## src/rtl/size_handler_mux_pipe_pkg.sv

```systemverilog
// Shared encodings and the lane extension helpers for size_handler_mux_pipe.
// Sign extension is only requested by callers built with SIZEHANDLER_SIGNEXT_EN.
package sizehandler_pkg;

    typedef enum logic [1:0] {
        SZ_FULL = 2'b00,
        SZ_HALF = 2'b01,
        SZ_BYTE = 2'b10,
        SZ_RSVD = 2'b11
    } size_e;

    typedef enum logic [1:0] {
        ST_EMPTY = 2'b00,
        ST_ONE   = 2'b01,
        ST_TWO   = 2'b10
    } buf_state_e;

    // Fill bit used for everything above the low 16 result bits.
    function automatic logic ext_fill(input logic [15:0] lane, input logic is_half,
                                      input logic sign_en);
        return sign_en & (is_half ? lane[15] : lane[7]);
    endfunction

    function automatic logic [15:0] ext_lane16(input logic [15:0] lane, input logic is_half,
                                               input logic sign_en);
        logic fill;
        fill = ext_fill(lane, is_half, sign_en);
        return is_half ? lane : {{8{fill}}, lane[7:0]};
    endfunction

endpackage

```

## src/rtl/size_handler_mux_pipe_size_extract.sv

```systemverilog
// Combinational channel select plus FULL/HALF/BYTE lane extraction and extension.
// SIZEHANDLER_SIGNEXT_EN enables sign extension controlled by is_unsigned.
module size_extract
    import sizehandler_pkg::*;
#(
    parameter int WIDTH = 32,
    parameter int N_IN  = 4,
    localparam int SEL_W = $clog2(N_IN),
    localparam int OFF_W = $clog2(WIDTH / 8)
) (
    input  logic [SEL_W-1:0]      sel,
    input  logic [N_IN*WIDTH-1:0] in_data,
    input  logic [1:0]            size,
    input  logic [OFF_W-1:0]      offset,
    input  logic                  is_unsigned,
    output logic                  err,
    output logic [WIDTH-1:0]      data
);

    logic [WIDTH-1:0] word;
    logic [15:0]      lane;
    logic             sel_bad;
    logic             half_bad;
    logic             is_half;
    logic             do_sign;

`ifdef SIZEHANDLER_SIGNEXT_EN
    assign do_sign = ~is_unsigned;
`else
    logic unused_is_unsigned;
    assign unused_is_unsigned = is_unsigned;
    assign do_sign            = 1'b0;
`endif

    always_comb begin
        word = '0;
        for (int k = 0; k < N_IN; k++) begin
            if (32'(sel) == 32'(k)) begin
                word = in_data[k*WIDTH +: WIDTH];
            end
        end
    end

    // Lanes that start past the top of the word shift in zeros.
    assign lane     = 16'(word >> {offset, 3'b000});
    assign sel_bad  = 32'(sel) >= 32'(N_IN);
    assign half_bad = offset[0] | ((32'(offset) * 32'd8 + 32'd16) > 32'(WIDTH));
    assign is_half  = (size == SZ_HALF);

    always_comb begin
        err  = 1'b0;
        data = '0;
        if (sel_bad || size == SZ_RSVD || (is_half && half_bad)) begin
            err = 1'b1;
        end else if (size == SZ_FULL) begin
            data = word;
        end else begin
            data = {{(WIDTH-16){ext_fill(lane, is_half, do_sign)}},
                    ext_lane16(lane, is_half, do_sign)};
        end
    end

endmodule

```

## src/rtl/size_handler_mux_pipe.sv

```systemverilog
// N:1 select with load-size extraction feeding a 2-entry FIFO behind valid/ready.
// Build option SIZEHANDLER_SIGNEXT_EN selects sign extension for HALF/BYTE lanes.
module size_handler_mux_pipe
    import sizehandler_pkg::*;
#(
    parameter int WIDTH = 32,
    parameter int N_IN  = 4,
    localparam int SEL_W = $clog2(N_IN),
    localparam int OFF_W = $clog2(WIDTH / 8)
) (
    input  logic                  clk,
    input  logic                  reset_n,
    input  logic                  in_valid,
    output logic                  in_ready,
    input  logic [SEL_W-1:0]      sel,
    input  logic [N_IN*WIDTH-1:0] in_data,
    input  logic [1:0]            size,
    input  logic [OFF_W-1:0]      offset,
    input  logic                  is_unsigned,
    output logic                  out_valid,
    input  logic                  out_ready,
    output logic [WIDTH-1:0]      out_data,
    output logic                  out_err,
    output logic [1:0]            dbg_state
);

    // Handshake: a transfer happens at a rising edge where valid & ready are both 1;
    // ready never depends on valid, and a held output stays stable until it transfers.

    buf_state_e     state_q, state_d;
    logic [WIDTH:0] head_q, head_d;
    logic [WIDTH:0] tail_q, tail_d;
    logic           rdy_q, rdy_d;

    logic             x_err;
    logic [WIDTH-1:0] x_data;
    logic             push;
    logic             pop;

    size_extract #(
        .WIDTH (WIDTH),
        .N_IN  (N_IN)
    ) u_extract (
        .sel         (sel),
        .in_data     (in_data),
        .size        (size),
        .offset      (offset),
        .is_unsigned (is_unsigned),
        .err         (x_err),
        .data        (x_data)
    );

    assign in_ready  = rdy_q & (state_q != ST_TWO);
    assign out_valid = (state_q != ST_EMPTY);
    assign push      = in_valid & in_ready;
    assign pop       = out_valid & out_ready;
    assign out_data  = head_q[WIDTH-1:0];
    assign out_err   = head_q[WIDTH];
    assign dbg_state = state_q;

    always_comb begin
        state_d = state_q;
        head_d  = head_q;
        tail_d  = tail_q;
        rdy_d   = 1'b1;
        case (state_q)
            ST_EMPTY: begin
                if (push) begin
                    head_d  = {x_err, x_data};
                    state_d = ST_ONE;
                end
            end
            ST_ONE: begin
                if (push && pop) begin
                    head_d = {x_err, x_data};
                end else if (push) begin
                    tail_d  = {x_err, x_data};
                    state_d = ST_TWO;
                end else if (pop) begin
                    state_d = ST_EMPTY;
                end
            end
            ST_TWO: begin
                if (pop) begin
                    head_d  = tail_q;
                    state_d = ST_ONE;
                end
            end
            default: state_d = ST_EMPTY;
        endcase
    end

    always_ff @(posedge clk or negedge reset_n) begin
        if (!reset_n) begin
            state_q <= ST_EMPTY;
            head_q  <= '0;
            tail_q  <= '0;
            rdy_q   <= 1'b0;
        end else begin
            state_q <= state_d;
            head_q  <= head_d;
            tail_q  <= tail_d;
            rdy_q   <= rdy_d;
        end
    end

endmodule

```

## config.mk

```make
export PLATFORM = sky130hd
export DESIGN_NAME = size_handler_mux_pipe
export DESIGN_NICKNAME = d
export VERILOG_FILES = /design/src/rtl/size_handler_mux_pipe_pkg.sv /design/src/rtl/size_handler_mux_pipe_size_extract.sv /design/src/rtl/size_handler_mux_pipe.sv
export SDC_FILE = /design/constraint.sdc
export NUM_CORES = 1
export LEC_CHECK = 0
export BUFFER_PORTS_ARGS = -buffer_cell sky130_fd_sc_hd__buf_2
export CORE_MARGIN = 2
export CORE_UTILIZATION = 35
export DETAILED_ROUTE_END_ITERATION = 12
export PLACE_DENSITY = 0.66
export SLEW_MARGIN = 25
export SYNTH_ARGS = -nofsm -noshare
export SYNTH_HDL_FRONTEND = slang
export SYNTH_SLANG_ARGS = --single-unit
```

## constraint.sdc

```tcl
create_clock -name clk -period 2.5 [get_ports clk]
set_clock_uncertainty 0.2 [all_clocks]
set_input_delay 0.5 -clock clk [delete_from_list [all_inputs] [get_ports clk]]
set_output_delay 0.5 -clock clk [all_outputs]
set_load 0.01 [all_outputs]
```

# == Word level (Yosys, flattened, before mapping) ==
# Index checks and enable logic that the tools add are counted.
# op_classes
n_addsub,1
n_mul,0
n_div,0
n_lt_le_gt_ge,1
n_eq_ne,13
shifts,1
mux,18
n_bitwise,5
n_reduce_logical,11
# ops
op,n
$mux W32,6
$mux W33,3
$pmux W33 S3,1
$gt A32 B6 Y1 const B,1
$shr A32 B5 Y16,1
$mux W16,1
$mux W2,5
$ne A2 B2 Y1 const B,5
$eq A2 B2 Y1 const B,4
$reduce_and A4 Y1,2
$add A5 B5 Y6 const B,1
$eq A2 B1 Y1 const B,3
$logic_not A2 Y1,3
$pmux W2 S3,1
$and A1 B1 Y1,3
$ne A3 B3 Y1 const B,1
$reduce_and A3 Y1,1
$reduce_bool A3 Y1,1
$logic_and A1 B1 Y1,2
$reduce_bool A2 Y1,1
$logic_or A1 B1 Y1,1
$mux W1,1
$not A1 Y1,1
$or A1 B1 Y1,1
# totals
ff_bits,69
latch_bits,0
ramBits,0
romBits,0
input_bits,139
output_inout_bits,37
elab_cells,54
mem_count,0

# == Depth between registers and ports, before layout ==
# depth
word_depth,11
depth_mapped,7
ltp_nobuf,4

# == Cells and area by module ==
# A second synthesis with hierarchy kept.
# unflattened
hier_cells,334
hier_area_um2,4483.0
# modules_own_cells
mod,instances,cells_each,area_per_inst_um2,seq_area_each_um2
size_handler_mux_pipe,1,199,3010.4,1726.7
size_extract,1,135,1472.7,0.0

# == Worst setup path after synthesis ==
# Ideal clock, no wire load.
# synth_path
path_type,input-to-reg
from,in sel[0]
to,reg head_q[12]
setup_time_ps,125
arrival_ps,1818
required_time_ps,2175
path_slack_ps,357
cell_stages,6
n_path_buf,2
cell_sequence,buf_6 > buf_12 > mux4_2 > a32oi_1 > a21oi_1 > mux2_4
# synth_between
elab_chain_len,11
elab_cells_between_ends,15
cone_classes,eq/ne (3); shift (1); mux (10); reduce/logical (1)
# synth_rtl
element,line,rtl
from (decl),size_handler_mux_pipe.sv:15,"input logic [SEL_W-1:0] sel,"
$logic_not A2 Y1,size_handler_mux_pipe_size_extract.sv:38,if (32'(sel) == 32'(k)) begin
$mux W32 (3 in a row),size_handler_mux_pipe_size_extract.sv:38,
$mux W32 *,size_handler_mux_pipe_size_extract.sv:38,
$shr A32 B5 Y16,size_handler_mux_pipe_size_extract.sv:45,"assign lane = 16'(word >> {offset, 3'b000});"
$mux W16,size_handler_mux_pipe_pkg.sv:28,"return is_half ? lane : {{8{fill}}, lane[7:0]};"
$mux W32 *,size_handler_mux_pipe_size_extract.sv:55,end else if (size == SZ_FULL) begin
$mux W32 *,size_handler_mux_pipe_size_extract.sv:53,if (sel_bad || size == SZ_RSVD || (is_half && half_bad)) begin
$mux W33 (on tied branches),"size_handler_mux_pipe.sv:74, size_handler_mux_pipe.sv:68",
$pmux W33 S3 *,size_handler_mux_pipe.sv:66,case (state_q)
to (signal assigned),size_handler_mux_pipe.sv:96,head_q <= '0;
to (signal assigned),size_handler_mux_pipe.sv:101,head_q <= head_d;
to (decl),size_handler_mux_pipe.sv:31,"logic [WIDTH:0] head_q, head_d;"
# Mark *: on every way between the ends. The rest lies on a longest branch, timed or not. The select of a mux whose other input is x is not followed.
# A chain may end at the register's enable or synchronous reset.

# == Worst setup path in the final report ==
# layout_path
from,in sel[0]
to,reg head_q[13]
# The elaborated chain is that of the path after synthesis.

==> results.json <==
{
  "cp-start-kind": "primary input",
  "grt_pass1_wl_mm": 21.8,
  "initial_core_util_pct": 35.4,
  "max_clock_freq_mhz": 458,
  "fp.dieW_um": 116,
  "syn_area_um2": 4410,
  "first_iter_violations": 303,
  "drive_above_1_share_pct": 41.6,
  "r2r-start": "dbg_state[1]",
  "worstHoldStart": "tail_q[2]",
  "endpoint": "head_q[13]",
  "die_h_um": 116,
  "crit_fanout": 15,
  "dieArea_um2": 13500,
  "ir_drop_mv": 0.300,
  "rsz0062_at_grt": "false",
  "hold_violations": 0,
  "clk_latency_ns": 0.33,
  "synth.distinct_cells": 52,
  "setup_viol": 0,
  "nNetsFinal": 757,
  "post_cts.repair.setup_buffers": 0,
  "path_cells": "buf_2 -> buf_4 -> mux4_2 -> a32oi_1 -> a21oi_1 -> mux2_4",
  "p_leak_uw": 0.00274,
  "finalCritPeriodShare_pct": 87.3,
  "crit_type": "in2reg",
  "place_worst_setup_slack_ns": -0.0581,
  "drtPass1Iterations": 5,
  "grt_usage_pct": 21.1,
  "grt_max_degree": 49,
  "whs_path_depth": 2,
  "grt_overflow_total": 0,
  "routed_via_density": 5.36,
  "end_kind": "flop",
  "cts-hold-fix-buffers": 1,
  "detail_route.wl_per_cell_um": 17.9,
  "port_buffers": 174,
  "fin_ws_ns": 0.317,
  "clock-sinks": 69,
  "final-max-slew-violation-count": 0,
  "crit_start": "sel[0]",
  "syn_nets": 582,
  "root_buffer": "clkbuf_16",
  "critPathRequiredTime_ns": 2.52,
  "wirelength_mm": 14.3,
  "drc": 0,
  "core-area_um2": 12500,
  "clockBufferDepth": 2,
  "cts_resized": 0,
  "r2r_slack_ns": 0.43,
  "status": "completed",
  "cp_slowest_cell": "mux4_2",
  "timing.rr.end": "head_q[32]",
  "layout_commonest_cell": "buf_2",
  "cts_max_level": 3,
  "power.density_nw_per_um2": 668,
  "num_vias": 4264,
  "slowest_delay_ns": 0.53,
  "syn_inst": 443,
  "clk_pin_slew_ns": 0.06,
  "crit_arrival_ns": 2.20,
  "hold_path_class": "reg2reg",
  "finalNonFillerCells": 796,
  "cts_tree": "built",
  "worstMarginPinSlew_ns": 0.575,
  "synth-seq-area-share_pct": 39.1,
  "grt_pass1_vias": 4167,
  "max-cap-violations": 0,
  "max_slew_margin_pct": 61.5,
  "numCtsBuffers": 9,
  "avgSynthCellArea_um2": 9.96,
  "antenna_left": 0,
  "area_growth_pct": 34.1,
  "min_period_ns": 2.18,
  "dp.cells": 778,
  "antenna_found_initial": 0,
  "synth-seq-cells": 69,
  "synth_edf_count": 0,
  "synth-warning-count": 0,
  "dp_hpwl_mm": 11.3,
  "ioPinCount": 176,
  "synth_flop_cell": "dfrtp_1",
  "rr_worst_depth": 5,
  "gp_congestion": 0.838,
  "most-common-layout-cells": "buf_2, nand2_1, dfrtp_1",
  "ys_async_sr_fraction_pct": 100,
  "fp-row-count": 41
}
-- per-layer routing --
| layer | GRT usage [%] | routed length [um] | share of wire, % |
|---|---|---|---|
| met4 | 5.79 | 204 | 1.4 |
| met5 | 0 | 0 | 0 |
| met2 | 35.6 | 7230 | 51 |
| met3 | 4.93 | 997 | 7.0 |
| met1 | 27.5 | 5860 | 41 |
-- flip-flops by register name, indices dropped and copies added (netlist names) --
name / count
dbg_state: 2
head_q: 33
rdy_q: 1
tail_q: 33
-- cell type report --
cell class / count / area, um2
clock buffers: 9 / 225
clock inverters: 7 / 73.8
multi-input cells: 330 / 2490
fillers: 1178 / 6550
flip-flops and latches: 69 / 1730
well taps: 172 / 215
inverters: 5 / 18.8
repair buffers: 203 / 1170
diodes: 1 / 2.50
-- power by group --
group | total, uW | switching [uW] | internal [uW]
Combinational | 1130 | 589 | 543
Clock | 1280 | 501 | 775
Sequential | 1540 | 158 | 1380
Total | 3950 | 1250 | 2700
-- synthesized netlist by cell type (6+ instances only) --
| master | count | area [um2] |
|---|---|---|
| a21oi_1 | 7 | 35.0 |
| a221oi_1 | 8 | 70.1 |
| a22oi_1 | 8 | 60.1 |
| a31oi_1 | 17 | 106 |
| and2_1 | 6 | 37.5 |
| buf_2 | 11 | 55.1 |
| clkbuf_1 | 22 | 82.6 |
| dfrtp_1 | 69 | 1730 |
| mux2_2 | 7 | 78.8 |
| mux2i_1 | 21 | 210 |
| mux4_1 | 6 | 158 |
| mux4_2 | 23 | 518 |
| nand2_1 | 72 | 270 |
| nand3_1 | 19 | 95.1 |
| nor2_1 | 31 | 116 |
| o21ai_0 | 38 | 190 |
| o22ai_1 | 10 | 62.6 |
| o31ai_1 | 6 | 45.0 |
-- kinds of logic after synthesis --
family          Yosys count  synth area share, %
other cells               1               0.0850
mux                      59                 22.5
simple gates            148                 15.1
flops                    69                 39.1
buf+inv                  44                 4.85
compound gates          122                 18.3
-- stage by stage --
| step | total power (uW) | hold WS, ns | TNS, ns | util [%] | area [um2] |
|---|---|---|---|---|---|
| 4_1_cts | 3980 | 0.274 | 0 | 47.4 | 5910 |
| 3_3_place_gp | 2660 | 0.249 | -0.0147 | 45.0 | 5610 |
| 3_5_place_dp | 2700 | 0.260 | -0.0774 | 45.0 | 5610 |
| 6_report | 3950 | 0.279 | 0 | 47.5 | 5920 |
| 5_1_grt | 4150 | 0.293 | 0 | 47.4 | 5910 |
| 2_1_floorplan | 2160 | 0.00441 | 0 | - | 4410 |
-- critical path, delay by kind of cell --
kind            cells  cell delay [ns]
mux                 2             0.79
buf+inv             2             0.57
compound gates      2             0.34
-- worst min path at each step --
stage,end,slack [ns]
after detailed placement,tail_q[2],0.26
final,tail_q[2],0.28
after CTS,tail_q[2],0.27
after floorplan,dbg_state[0],0.004
after global placement,tail_q[2],0.25
after global routing,dbg_state[1],0.29
(Power assumes the default switching activity.)
